**config.mk**
```make
export PLATFORM = sky130hd
export DESIGN_NAME = ysyx_22041412_mdu_ctrl
export DESIGN_NICKNAME = d
export VERILOG_FILES = /design/src/rtl/ysyx_22041412_mdu_pkg.sv /design/src/rtl/ysyx_22041412_mdu_fixup.sv /design/src/rtl/ysyx_22041412_mdu_ctrl.sv
export SDC_FILE = /design/constraint.sdc
export NUM_CORES = 1
export LEC_CHECK = 0
export CAP_MARGIN = 20
export CELL_PAD_IN_SITES_DETAIL_PLACEMENT = 1
export CELL_PAD_IN_SITES_GLOBAL_PLACEMENT = 1
export CORE_ASPECT_RATIO = 1.1
export CORE_MARGIN = 10
export CORE_UTILIZATION = 29
export DETAILED_ROUTE_END_ITERATION = 16
export GPL_TIMING_DRIVEN = 0
export PLACE_DENSITY = 0.85
export SYNTH_ARGS = -nofsm -noshare
export SYNTH_HDL_FRONTEND = slang
export SYNTH_SLANG_ARGS = --single-unit
```
**constraint.sdc**
```tcl
create_clock -name clk -period 5.8 [get_ports clk]
set_clock_uncertainty 0.05 [all_clocks]
set_input_delay 1.74 -clock clk [delete_from_list [all_inputs] [get_ports clk]]
set_output_delay 1.74 -clock clk [all_outputs]
set_load 0.03 [all_outputs]
```
**src/rtl/ysyx_22041412_mdu_pkg.sv**
```systemverilog
// Shared encodings for the M-extension multiply/divide controller: func3 codes,
// controller states and the most-negative operand constants.
package ysyx_22041412_mdu_pkg;

   localparam logic [2:0] FUNC3_MUL    = 3'b000;
   localparam logic [2:0] FUNC3_MULH   = 3'b001;
   localparam logic [2:0] FUNC3_MULHSU = 3'b010;
   localparam logic [2:0] FUNC3_MULHU  = 3'b011;
   localparam logic [2:0] FUNC3_DIV    = 3'b100;
   localparam logic [2:0] FUNC3_DIVU   = 3'b101;
   localparam logic [2:0] FUNC3_REM    = 3'b110;
   localparam logic [2:0] FUNC3_REMU   = 3'b111;

   typedef enum logic [1:0] {
      IDLE = 2'd0,
      BUSY = 2'd1,
      DONE = 2'd2
   } mdu_state_e;

   localparam logic [63:0] MIN64 = 64'h8000_0000_0000_0000;
   localparam logic [31:0] MIN32 = 32'h8000_0000;

endpackage

```
**src/rtl/ysyx_22041412_mdu_fixup.sv**
```systemverilog
// Combinational RISC-V div/rem corner-case resolver: divide-by-zero and signed
// overflow produce an architecturally fixed result without using the unit.
module ysyx_22041412_mdu_fixup
   import ysyx_22041412_mdu_pkg::*;
#(
   parameter int unsigned XLEN = 64
) (
   input  logic [2:0]      func3_i,
   input  logic            w_i,
   input  logic [XLEN-1:0] rs1_i,
   input  logic [XLEN-1:0] rs2_i,
   output logic            fast_o,
   output logic [XLEN-1:0] fast_result_o
);

   localparam logic [XLEN-1:0] MIN_X = XLEN'(MIN64 >> (64 - XLEN));

   logic            is_divrem;
   logic            is_rem;
   logic            is_signed;
   logic            div_zero;
   logic            overflow;
   logic [XLEN-1:0] dividend;

   always_comb begin
      is_divrem = 1'b0;
      is_rem    = 1'b0;
      is_signed = 1'b0;
      case (func3_i)
         FUNC3_MUL, FUNC3_MULH, FUNC3_MULHSU, FUNC3_MULHU: is_divrem = 1'b0;
         FUNC3_DIV: begin
            is_divrem = 1'b1;
            is_signed = 1'b1;
         end
         FUNC3_DIVU: is_divrem = 1'b1;
         FUNC3_REM: begin
            is_divrem = 1'b1;
            is_rem    = 1'b1;
            is_signed = 1'b1;
         end
         FUNC3_REMU: begin
            is_divrem = 1'b1;
            is_rem    = 1'b1;
         end
         default: is_divrem = 1'b0;
      endcase

      // *W ops look only at the low word; the dividend comes back sign-extended
      if (w_i) begin
         div_zero = (rs2_i[31:0] == '0);
         overflow = is_signed && (rs1_i[31:0] == MIN32) && (rs2_i[31:0] == '1);
         dividend = {{(XLEN-32){rs1_i[31]}}, rs1_i[31:0]};
      end else begin
         div_zero = (rs2_i == '0);
         overflow = is_signed && (rs1_i == MIN_X) && (rs2_i == '1);
         dividend = rs1_i;
      end

      fast_o = is_divrem && (div_zero || overflow);
      if (div_zero) begin
         fast_result_o = is_rem ? dividend : '1;
      end else begin
         fast_result_o = is_rem ? '0 : dividend;
      end
   end

endmodule

```
**src/rtl/ysyx_22041412_mdu_ctrl.sv**
```systemverilog
// Initiator side of the en/ready multiply-divide unit handshake: one op in flight,
// local div/rem corner resolution, *W sign extension.
// Optional BUSY watchdog enabled by defining YSYX_22041412_MDU_TIMEOUT_EN.
module ysyx_22041412_mdu_ctrl
   import ysyx_22041412_mdu_pkg::*;
#(
   parameter int unsigned XLEN           = 64,
   parameter int unsigned TIMEOUT_CYCLES = 64
) (
   input  logic            clk,
   input  logic            rst,
   input  logic            req_valid,
   output logic            req_ready,
   input  logic [2:0]      req_func3,
   input  logic            req_w,
   input  logic [XLEN-1:0] req_rs1,
   input  logic [XLEN-1:0] req_rs2,
   input  logic [4:0]      req_rd,
   input  logic            flush,
   output logic            stall,
   output logic            resp_valid,
   output logic [XLEN-1:0] resp_data,
   output logic [4:0]      resp_rd,
   output logic            resp_err,
   output logic            mdu_en,
   output logic [XLEN-1:0] mdu_rsA,
   output logic [XLEN-1:0] mdu_rsB,
   output logic [2:0]      mdu_func3,
   output logic            mdu_w_en,
   input  logic            mdu_ready,
   input  logic [XLEN-1:0] mdu_result
);

   mdu_state_e      state_q;
   logic [2:0]      func3_q;
   logic            w_q;
   logic [XLEN-1:0] rs1_q;
   logic [XLEN-1:0] rs2_q;
   logic [4:0]      rd_q;
   logic [XLEN-1:0] resp_data_q;
   logic            resp_valid_q;
   logic            resp_err_q;

   logic            fast;
   logic [XLEN-1:0] fast_result;
   logic [XLEN-1:0] unit_result;
   logic            timeout;

   ysyx_22041412_mdu_fixup #(
      .XLEN (XLEN)
   ) u_fixup (
      .func3_i       (req_func3),
      .w_i           (req_w),
      .rs1_i         (req_rs1),
      .rs2_i         (req_rs2),
      .fast_o        (fast),
      .fast_result_o (fast_result)
   );

   assign unit_result = w_q ? {{(XLEN-32){mdu_result[31]}}, mdu_result[31:0]} : mdu_result;

`ifdef YSYX_22041412_MDU_TIMEOUT_EN
   localparam int unsigned CW = $clog2(TIMEOUT_CYCLES + 1);
   logic [CW-1:0] cnt_q;

   // Held at zero outside BUSY, so every BUSY entry starts a fresh count
   always_ff @(posedge clk) begin
      if (rst || (state_q != BUSY)) begin
         cnt_q <= '0;
      end else begin
         cnt_q <= cnt_q + 1'b1;
      end
   end

   assign timeout = (cnt_q == CW'(TIMEOUT_CYCLES - 1));
`else
   logic unused_timeout_cfg;
   assign unused_timeout_cfg = (TIMEOUT_CYCLES != 0);
   assign timeout            = 1'b0;
`endif

   always_ff @(posedge clk) begin
      if (rst) begin
         state_q      <= IDLE;
         func3_q      <= '0;
         w_q          <= 1'b0;
         rs1_q        <= '0;
         rs2_q        <= '0;
         rd_q         <= '0;
         resp_data_q  <= '0;
         resp_valid_q <= 1'b0;
         resp_err_q   <= 1'b0;
      end else begin
         resp_valid_q <= 1'b0;
         resp_err_q   <= 1'b0;
         if (flush) begin
            state_q <= IDLE;
         end else begin
            case (state_q)
               IDLE: begin
                  if (req_valid) begin
                     func3_q <= req_func3;
                     w_q     <= req_w;
                     rs1_q   <= req_rs1;
                     rs2_q   <= req_rs2;
                     rd_q    <= req_rd;
                     if (fast) begin
                        resp_data_q  <= fast_result;
                        resp_valid_q <= 1'b1;
                        state_q      <= DONE;
                     end else begin
                        state_q <= BUSY;
                     end
                  end
               end
               BUSY: begin
                  if (mdu_ready) begin
                     resp_data_q  <= unit_result;
                     resp_valid_q <= 1'b1;
                     state_q      <= DONE;
                  end else if (timeout) begin
                     resp_data_q  <= '0;
                     resp_err_q   <= 1'b1;
                     resp_valid_q <= 1'b1;
                     state_q      <= DONE;
                  end
               end
               DONE:    state_q <= IDLE;
               default: state_q <= IDLE;
            endcase
         end
      end
   end

   assign req_ready  = (state_q == IDLE);
   assign stall      = (state_q != IDLE) || (req_valid && !fast);
   assign mdu_en     = (state_q == BUSY);
   // A flush landing in DONE must still swallow the pulse
   assign resp_valid = resp_valid_q && !flush;
   assign resp_err   = resp_err_q && !flush;
   assign resp_data  = resp_data_q;
   assign resp_rd    = rd_q;
   assign mdu_rsA    = rs1_q;
   assign mdu_rsB    = rs2_q;
   assign mdu_func3  = func3_q;
   assign mdu_w_en   = w_q;

endmodule

```
* After elaboration in Yosys (flattened, before gate mapping)
Cells that the tools add are included.
Storage, ports and cells: bits in registers 204, input bits 206, output and inout port bits 206, logic and storage cells 71
Cells by class: eq/ne operators 15, muxes and demuxes 22, bitwise gates (word level) 1, reductions and logical operators 25
Operator list (count):
- 2-to-1 mux 64 bit | 8
- == test 64 bit (second input constant) | 2
- one-hot mux 64 bit (2 select lines) | 1
- == test 32 bit (second input constant) | 2
- zero test 64 bit | 1
- zero test 32 bit | 1
- == test 3 bit (second input constant) | 4
- OR reduction 4 bit | 2
- logical AND 1 bit | 7
- 2-to-1 mux 1 bit | 7
- == test 3 x 2 -> 1 bit (second input constant) | 2
- 2-to-1 mux 2 bit | 3
- OR reduction 2 bit | 3
- AND reduction 5 bit | 1
- != test 2 x 1 -> 1 bit (second input constant) | 2
- one-hot mux 1 bit (2 select lines) | 2
- one-hot mux 2 bit (2 select lines) | 1
- nonzero test 2 bit | 2
- == test 3 x 1 -> 1 bit (second input constant) | 1
- zero test 3 bit | 1
- AND reduction 3 bit | 1
- == test 2 x 1 -> 1 bit (second input constant) | 1
- zero test 1 bit | 2
- zero test 2 bit | 1
- other kinds (4) | 5

* Longest topological paths before layout
Gate-level depths: netlist (run 1).
depth in word-level cells 11, depth in mapped cells 9, depth with buffers taken out 7

* Cells and area by module
Synthesis (run 1) repeated with hierarchy kept, for this count alone.
Second synthesis, totals: cells, all modules 1195, area, all modules 9008.6 um^2
Modules (own cells, without submodules):
- ysyx_22041412_mdu_ctrl | times used 1, cells an instance 974, area each 7862.5 um^2, seq. area each 4083.9 um^2
- ysyx_22041412_mdu_fixup | times used 1, cells an instance 221, area each 1146.1 um^2, seq. area each 0.0 um^2

* Least setup slack after synthesis (run 1)
No wires, ideal clock.
path type input -> output, from input req_rs1[31], to output stall, arrival 3641 ps, required time 4010 ps, slack 369 ps, stages 6, path buffers 0, path through or4b_1 -> or4_1 -> nor4_1 -> and4_1 -> nor2_1 -> a211o_1
Between the ends: cells in the longest elaborated chain, start to end 9, elaborated cells on any way between the ends 12, those cells by class 2 x eq/ne; 1 x mux; 9 x reduce/logical
Ends and longest elaborated chain:
- start, declared | RTL line ysyx_22041412_mdu_ctrl.sv:16 | input logic [XLEN-1:0] req_rs1,
- == test 64 bit or == test 32 bit (tied branches) | RTL line ysyx_22041412_mdu_fixup.sv:55, ysyx_22041412_mdu_fixup.sv:51
- logical AND 1 bit, on equally long branches (2 in a row) | RTL line ysyx_22041412_mdu_fixup.sv:55, ysyx_22041412_mdu_fixup.sv:51
- 2-to-1 mux 1 bit (*) | RTL line ysyx_22041412_mdu_fixup.sv:49 | if (w_i) begin
- logical OR 1 bit (*) | RTL line ysyx_22041412_mdu_fixup.sv:59 | fast_o = is_divrem && (div_zero || overflow);
- logical AND 1 bit (*) | RTL line ysyx_22041412_mdu_fixup.sv:59
- zero test 1 bit (*) | RTL line ysyx_22041412_mdu_ctrl.sv:136 | assign stall = (state_q != IDLE) || (req_valid && !fast);
- logical AND 1 bit (*) | RTL line ysyx_22041412_mdu_ctrl.sv:136
- logical OR 1 bit (*) | RTL line ysyx_22041412_mdu_ctrl.sv:136
- end, declared | RTL line ysyx_22041412_mdu_ctrl.sv:20 | output logic stall,
Every way passes the cells marked *; elsewhere a longest branch is shown, timed or not.

* Final worst setup path (run 1)
from input req_rs1[11], to output stall
The elaborated chain is that of the path after synthesis.

==> impl_metrics.tcl, run 1 <==
set metrics [dict create \
    p_sw_share_pct 28.6 \
    grt_pass1_vias 11116 \
    place.gp.congestion 0.894 \
    die-area_sq_um 38000 \
    io_pins 412 \
    cp_max_fo 3 \
    critical_path_class "primary input to primary output" \
    clock_path_buffers 3 \
    syn_area_sq_um 8880 \
    syn_to_final_growth_pct 64.7 \
    pre_cts_ws_ns -1.37 \
    seq_area_frac_synth_pct 46.0 \
    slew_viol_final 0 \
    drive_above_1_share_pct 7.73 \
    final_core_utilization_pct 48.2 \
    grt-ovfl-total 0 \
    intPower_mw 2.63 \
    p_seq_share_pct 40.3 \
    wl_per_cell_microns 23.8 \
    fin_nets 1766 \
    ir_drop_uv 146 \
    track_usage_pct 23.5 \
    min_from "mdu_rsB[58]" \
    async_flop_share_pct 0 \
    cts-root-buf "clkbuf_16" \
    synth.avg_cell_area_sq_um 7.94 \
    antenna_left 0 \
    required_ns 4.01 \
    start_kind "primary input" \
    cts_hold_buffers 0 \
    dr_total_vias 10511 \
    dpl.hpwl_microns 36700 \
    synth_cell_types 40 \
    period_needed_ns 5.75 \
    grt_pass1_wl_microns 70200 \
    port-buffer-count 410 \
    p_clk_share_pct 41.6 \
    worstReg2RegStart "state_q[1]" \
    p_leak_nw 5.39 \
    clkSlewWorstSetupHoldPaths_ns 0.06 \
    place_area_sq_um 13500 \
    yosysWarnings 0 \
    status "finished clean" \
    row_count 67 \
    synth_flop_cell "dfxtp_1" \
    netSwitchingPower_mw 1.05 \
    cts_buffers 24 \
    total_power_mw 3.68 \
    clock_sinks 204 \
    wirelength_microns 47600 \
    max_cap_violations 0 \
    fmax_mhz 174 \
    coreArea_sq_um 30300 \
    drc 0 \
    drt_pre_antenna_iters 5 \
    tightest_slew_ns 0.997 \
    crit_path_start "req_rs1[11]" \
    fin_hold_ws_ns 0.403 \
    pwr_density_cell_nw_per_um2 251 \
    min_path_type "flop to flop" \
    dp_cells 1942 \
    slew_headroom_pct 33.5 \
    synth_edf_count 0 \
    final_cells 2002 \
    final_hold_viol_count 0 \
    cts_tree "built" \
    grt_setup_unrepaired "yes" \
    netlist_instances 1118 \
    period_share_pct 99.2 \
    fin_area_sq_um 14600 \
    drt_iter0_drc 517 \
    htreeDepth 1 \
    die_w_microns 187 \
    grt_antenna_before_repair 12 \
    tns_ns 0 \
    grt_max_degree 14 \
    die_h_microns 204 \
    via_per_inst 5.25 \
    clock_latency_ns 0.52 \
    fillers 3642 \
    end_kind "primary output" \
    setup_violations 0 \
    fin_ws_ns 0.0456 \
    arrival_ns 3.96 \
    yosys_register_bits 204 \
    syn_nets 1324 \
    start_util_pct 29.3 \
    comb_power_share_pct 18.1 \
]
[state kept, by name (all words and copies together) (netlist names)]
register,count
mdu_w_en,1
state_q,2
resp_data,64
resp_rd,5
resp_valid_q,1
mdu_rsB,64
mdu_rsA,64
mdu_func3,3
[cells in the mapped netlist, drive strengths merged (2+ instances only)]
master,n,area [sq um]
nand2,315,1180
dfxtp,204,4080
a21oi,195,976
clkbuf,90,338
nand4b,46,403
o21ai,34,174
o221ai,32,280
nor4,27,169
inv,24,90.1
nor2b,22,138
a221oi,20,175
mux2,20,225
nand4,18,113
nor2,11,41.3
buf,8,63.8
a21o,7,52.6
nor3,7,35.0
o31ai,7,52.6
o41ai,5,81.3
nor4b,4,35.0
or4,3,22.5
and4b,2,20.0
nand2b,2,12.5
or2,2,12.5
[cells in the final DEF, fill, tap and decap left out, types with 22 or more instances in the layout]
master / n
dlymetal6s2s_1: 39
nand4b_1: 46
a21oi_1: 195
nor2b_1: 22
o21ai_0: 32
nand2_1: 315
clkbuf_16: 25
o221ai_1: 32
clkdlybuf4s50_1: 332
clkbuf_1: 96
dlygate4sd2_1: 22
inv_1: 24
dfxtp_1: 204
[critical path: stages]
cell and delay [ns]:
dlymetal6s2s_1 0.18, nor4_4 0.32, nand4_1 0.33, nor4_4 0.38, buf_4 0.19, and4_4 0.27
nor2_4 0.05, a211o_1 0.34, buf_6 0.16
[power by group through the flow]
stage,clock [mW],combinational [mW],sequential [mW]
floorplan,0,0.188,1.60
global placement,0,0.650,1.51
detailed placement,0,0.660,1.51
CTS,1.56,0.664,1.48
global route,1.62,0.709,1.48
finish,1.53,0.665,1.48
[routing by layer]
metal	wire (microns)	global-route usage [%]	part of all wire, %
met5	23	0	0.048
met4	1800	9.31	3.8
met3	3240	6.18	6.8
met2	23400	41.2	49
met1	19100	26.7	40
[cell type report]
type,instances,area (sq um),area share (%)
Antenna cell,10,25.0,0.171
Buffer,98,402,2.75
Clock buffer,36,717,4.90
Clock inverter,8,75.1,0.513
Inverter,24,90.1,0.616
Multi-Input combinational cell,792,4540,31.1
Sequential cell,204,4080,27.9
Tap cell,414,518,3.54
Timing Repair Buffer,416,4170,28.5
[cell families after synthesis]
| family | count (synthesis) | share of synthesized area, % |
|---|---|---|
| AND/OR/NAND/NOR | 465 | 25.1 |
| AO/OA/AOI/OAI | 306 | 20.8 |
| flip-flops | 204 | 46.0 |
| buffers and inverters | 122 | 5.54 |
| multiplexers | 20 | 2.54 |
| other | 1 | 0.0422 |
[repair_timing]
| item | in CTS | in global routing |
|---|---|---|
| hold endpoints to repair | 0 | 0 |
| cloned | 0 | 0 |
| buffers inserted | 2 | 4 |
| endpoints found under the setup margin | 1 | 1 |
| gates resized for setup | 88 | 89 |
| pin swaps | 14 | 19 |
[path summary, 6_finish.rpt]
kind              depth (start not counted)            end  slack [ns]
setup / recovery                          9          stall        0.05
hold / removal                            2    mdu_rsB[58]        0.40
setup reg to reg                          8  resp_data[20]        3.11
hold reg to reg                           2    mdu_rsB[58]        0.40
(Power assumes the default switching activity.)
==> run 2, diff against run 1 <==
Settings changed: SKIP_CTS_REPAIR_TIMING from default to 1.
==> run 2 against run 1 <==
- the flow now finishes with violations (negative setup slack)
- non-clock buffer count down 3
- count of clock-buffer cells in the layout unchanged
- clock power about the same
- wire length up 0.72%
- combinational power up 1%
- critical path depth unchanged
- sequential cell count unchanged
- setup slack worse by 0.066 ns
- critical path type unchanged
==> impl_metrics.tcl, run 2 (same netlist as run 1, synthesis figures left out) <==
set metrics [dict create \
    critical_path_class "primary input to primary output" \
    syn_to_final_growth_pct 65.7 \
    fin_nets 1763 \
    drt_pre_antenna_iters 5 \
    die_h_microns 204 \
    die_w_microns 187 \
    wirelength_microns 47900 \
    total_power_mw 3.68 \
    port-buffer-count 410 \
    required_ns 4.01 \
    antenna_left 0 \
    dr_total_vias 10539 \
    final_hold_viol_count 0 \
    pwr_density_cell_nw_per_um2 250 \
    period_share_pct 100 \
    start_kind "primary input" \
    slew_viol_final 0 \
    drive_above_1_share_pct 6.79 \
    dpl.hpwl_microns 36700 \
    cp_num_buf_inv 3 \
    row_count 67 \
    clock_path_buffers 3 \
    clock_latency_ns 0.52 \
    htreeDepth 1 \
    critPathSlowestCell "clkdlybuf4s50_1" \
    coreArea_sq_um 30300 \
    via_per_inst 5.27 \
    io_pins 412 \
    violations "negative setup slack" \
    period_needed_ns 5.82 \
    mostFrequentLayoutCells "343 x clkdlybuf4s50_1, 315 x nand2_1, 204 x dfxtp_1, 195 x a21oi_1, 96 x clkbuf_1" \
    cts-root-buf "clkbuf_16" \
    tightest_slew_ns 0.996 \
    arrival_ns 4.03 \
    final_common_cell "clkdlybuf4s50_1" \
    track_usage_pct 23.3 \
    min_path_type "flop to flop" \
    clkSlewWorstSetupHoldPaths_ns 0.06 \
    grt_pass1_vias 11162 \
    cts_tree "built" \
    cts_buffers 24 \
    grt_max_degree 14 \
    status "finished with violations" \
    wl_per_cell_microns 24.0 \
    fin_ws_ns -0.0207 \
    cp_slowest_stage_delay_ns 0.52 \
    drt_iter0_drc 520 \
    cp_max_fo 3 \
    grt-ovfl-total 0 \
    die-area_sq_um 38000 \
    end_kind "primary output" \
    slew_headroom_pct 33.6 \
    place.gp.congestion 0.894 \
    rrSetupSlack_ns 3.12 \
    grt_antenna_before_repair 11 \
    setup_violations 1 \
    critical_path.cell_chain "clkdlybuf4s50_1, nand4_1, or3_4, nor4_4, buf_4, and4_4, nor2_1, a211o_1, buf_6" \
    tns_ns -0.0207 \
    p_leak_nw 5.53 \
    ir_drop_uv 145 \
    clock_sinks 204 \
    start_util_pct 29.3 \
    max_cap_violations 0 \
    grt_pass1_wl_microns 69800 \
    fmax_mhz 172 \
    drc 0 \
    cp_top_family "simple AND/OR/NAND/NOR gates" \
]
run 2: cell count changes in the layout (fill, tap and decap cells not counted), moves of 3 or more:
cell / before / now
dlymetal6s2s_1: 39 / 61
buf_4: 8 / 4
clkdlybuf4s50_1: 332 / 343
dlygate4sd2_1: 22 / 0
buf_2: 3 / 0
clkbuf_2: 9 / 4
run 2: path summary, 6_finish.rpt:
kind,startpoint,endpoint,cells after the start
worst min-delay path,mdu_rsB[58],mdu_rsB[58],2
worst max-delay path,req_rs2[26],stall,9
worst min register to register,mdu_rsB[58],mdu_rsB[58],2
worst max register to register,state_q[1],resp_data[20],8
run 2: power breakdown:
group	internal, mW	total, mW	switching (mW)	leakage (nW)
sequential	1.45	1.48	0.0283	1.66
clock	0.898	1.53	0.633	0.378
combinational	0.281	0.672	0.390	3.49
run 2: stage by stage:
stage / instance area [sq um] / hold slack, ns / worst slack [ns] / util, % / instances
final: 14700 / 0.404 / -0.0207 / 48.5 / 1999
after global routing: 14700 / 0.421 / -0.0653 / 48.5 / 1998
after CTS: 14300 / 0.407 / -1.40 / 47.1 / 1986
after detailed placement: 13500 / 0.398 / -1.37 / 44.5 / 1942
after global placement: 13500 / 0.391 / -1.36 / 44.5 / 1942
after floorplan: 8880 / 0.534 / 0.369 / - / 1118
run 2: metal layers:
metal	track usage, %	part of all wire, %
met1	26.3	39
met2	40.7	50
met3	6.53	7.9
met4	9.68	3.8
met5	0	0.052
run 2: area by class of cell:
class / count / area, sq um
Timing Repair Buffer: 413 / 4260
Multi-Input combinational cell: 792 / 4540
Buffer: 98 / 402
Inverter: 24 / 90.1
Clock buffer: 36 / 717
Tap cell: 414 / 518
Clock inverter: 8 / 75.1
Fill cell: 3585 / 15600
Antenna cell: 10 / 25.0
Sequential cell: 204 / 4080
run 2: worst reg2reg max path: cells and delay by family, from the launching register on:
kind,cells,cell delay [ns]
flops,1,0.35
buf+inv,4,1.18
simple gates,3,0.76
compound gates,1,0.19
==> run 3, diff against run 2 <==
Settings changed: CORE_UTILIZATION 29 to 44, DONT_BUFFER_PORTS from default to 1, MAX_ROUTING_LAYER from default to met4, PLACE_DENSITY 0.85 to 0.83.
==> run 3 against run 2 <==
- the flow now finishes without violations
- sequential cell count is the same
- maximum frequency grew 2.0%
- first-iteration DRC count grew 2.3%
- critical path type unchanged
- critical endpoint unchanged
- largest cell class is now multi-input combinational cells
==> impl_metrics.tcl, run 3 (same netlist as run 1, synthesis figures left out) <==
set metrics [dict create \
    dr_total_vias 8960 \
    status "finished clean" \
    die_h_microns 169 \
    intPower_mw 2.32 \
    fin_ws_ns 0.0939 \
    place_area_sq_um 9200 \
    p_seq_share_pct 49.4 \
    clock_path_buffers 3 \
    grt_pass1_vias 9565 \
    grt_antenna_before_repair 4 \
    whs_path_depth 2 \
    grt-ovfl-total 0 \
    final_hold_viol_count 0 \
    wirelength_microns 41300 \
    rrSetupSlack_ns 2.84 \
    p_leak_nw 3.32 \
    syn_to_final_growth_pct 11.7 \
    min_path_type "flop to flop" \
    end_kind "primary output" \
    antenna_left 0 \
    critPathSlowestCell "or4_1" \
    drt_pre_antenna_iters 5 \
    place.gp.congestion 0.897 \
    cts_buffers 23 \
    max_cap_violations 0 \
    drc 0 \
    coreArea_sq_um 19900 \
    cp_max_fo 5 \
    cp_slowest_stage_delay_ns 0.55 \
    period_needed_ns 5.71 \
    final_cells 1412 \
    via_per_inst 6.35 \
    slew_headroom_pct 42.1 \
    pwr_density_cell_nw_per_um2 326 \
    p_clk_share_pct 42.5 \
    timing.rr.end "resp_data[29]" \
    fmax_mhz 175 \
    track_usage_pct 30.4 \
    drt_iter0_drc 532 \
    dpl.hpwl_microns 32200 \
    min_from "resp_rd[0]" \
    drive_above_1_share_pct 5.97 \
    die_w_microns 155 \
    dp_cells 1370 \
    cts-root-buf "clkbuf_16" \
    htreeDepth 1 \
    row_count 54 \
    tightest_slew_ns 0.869 \
    clock_latency_ns 0.51 \
    grt_setup_unrepaired "no" \
    p_sw_share_pct 28.0 \
    total_power_mw 3.23 \
    wl_per_cell_microns 29.3 \
    required_ns 4.01 \
    grt_pass1_wl_microns 60500 \
    clock_sinks 204 \
    fin_hold_ws_ns 0.558 \
    setup_violations 0 \
    hold_path_end "resp_rd[0]" \
    mostFrequentLayoutCells "315 x nand2_1, 204 x dfxtp_1, 195 x a21oi_1, 97 x clkbuf_1, 46 x nand4b_1" \
    critical_path_class "primary input to primary output" \
    cp_num_buf_inv 0 \
    critical_path.cell_chain "or4b_1, or4_1, nor4_2, and4_1, nor2_1, a211o_1" \
    start_kind "primary input" \
    ir_drop_uv 234 \
    fin_nets 1349 \
    final_common_cell "nand2_1" \
    cp_top_family "simple AND/OR/NAND/NOR gates" \
    comb_power_share_pct 8.1 \
    worstReg2RegStart "state_q[1]" \
    clkSlewWorstSetupHoldPaths_ns 0.05 \
    slew_viol_final 0 \
    cts_tree "built" \
    die-area_sq_um 26300 \
    pre_cts_ws_ns -0.223 \
    period_share_pct 98.4 \
    grt_max_degree 13 \
    port-buffer-count 0 \
    netSwitchingPower_mw 0.904 \
    r2r.worst_path.cells 8 \
    io_pins 412 \
    start_util_pct 44.7 \
    arrival_ns 3.92 \
    fin_area_sq_um 9920 \
]
-- run 3: cell type report --
type	count	area [sq um]
antenna	4	10.0
buffer	98	402
clock buffer	35	671
clock inverter	3	15.0
fill	2429	9950
inverter	24	90.1
multi-input combinational	792	4330
sequential	204	4080
tap	252	315
-- run 3: how the worst max path moves through the flow --
stage                start    end  slack [ns]  cells after the start
3_5_place_dp   req_rs1[17]  stall       -0.22                      6
5_1_grt        req_rs1[31]  stall        0.04                      6
3_3_place_gp   req_rs1[17]  stall       -0.19                      6
2_1_floorplan  req_rs1[31]  stall        0.37                      6
4_1_cts        req_rs1[17]  stall       -0.23                      6
6_report       req_rs1[31]  stall        0.09                      6
-- run 3: worst register-to-register path, stage by stage, from the launching register on --
cell	delay [ns]
dfxtp_1	0.32
nand2b_1	0.14
clkbuf_1	0.24
inv_1	0.49
a31o_2	0.20
clkbuf_1	0.51
clkbuf_1	0.50
o221ai_1	0.24
o21ai_0	0.19
-- run 3: power by group through the flow --
| stage | clock network, mW | registers [mW] | logic, mW |
|---|---|---|---|
| finish | 1.37 | 1.59 | 0.261 |
| CTS | 1.39 | 1.59 | 0.260 |
| detailed placement | 0 | 1.63 | 0.257 |
| global route | 1.44 | 1.60 | 0.294 |
| global placement | 0 | 1.62 | 0.247 |
| floorplan | 0 | 1.60 | 0.188 |
-- run 3: layer usage --
layer,vias to the layer above,GRT usage (%),share of wire [%]
met5,-,-,0
met4,0,14.0,5.0
met3,124,14.6,13
met2,480,51.8,49
met1,4356,28.4,33
li1,4000,-,-
-- run 3: through the flow --
stage	util [%]	TNS, ns
final	49.9	0
after global routing	49.9	0
after CTS	49.7	-0.232
after detailed placement	46.3	-0.223
after global placement	46.3	-0.195
after floorplan	-	0
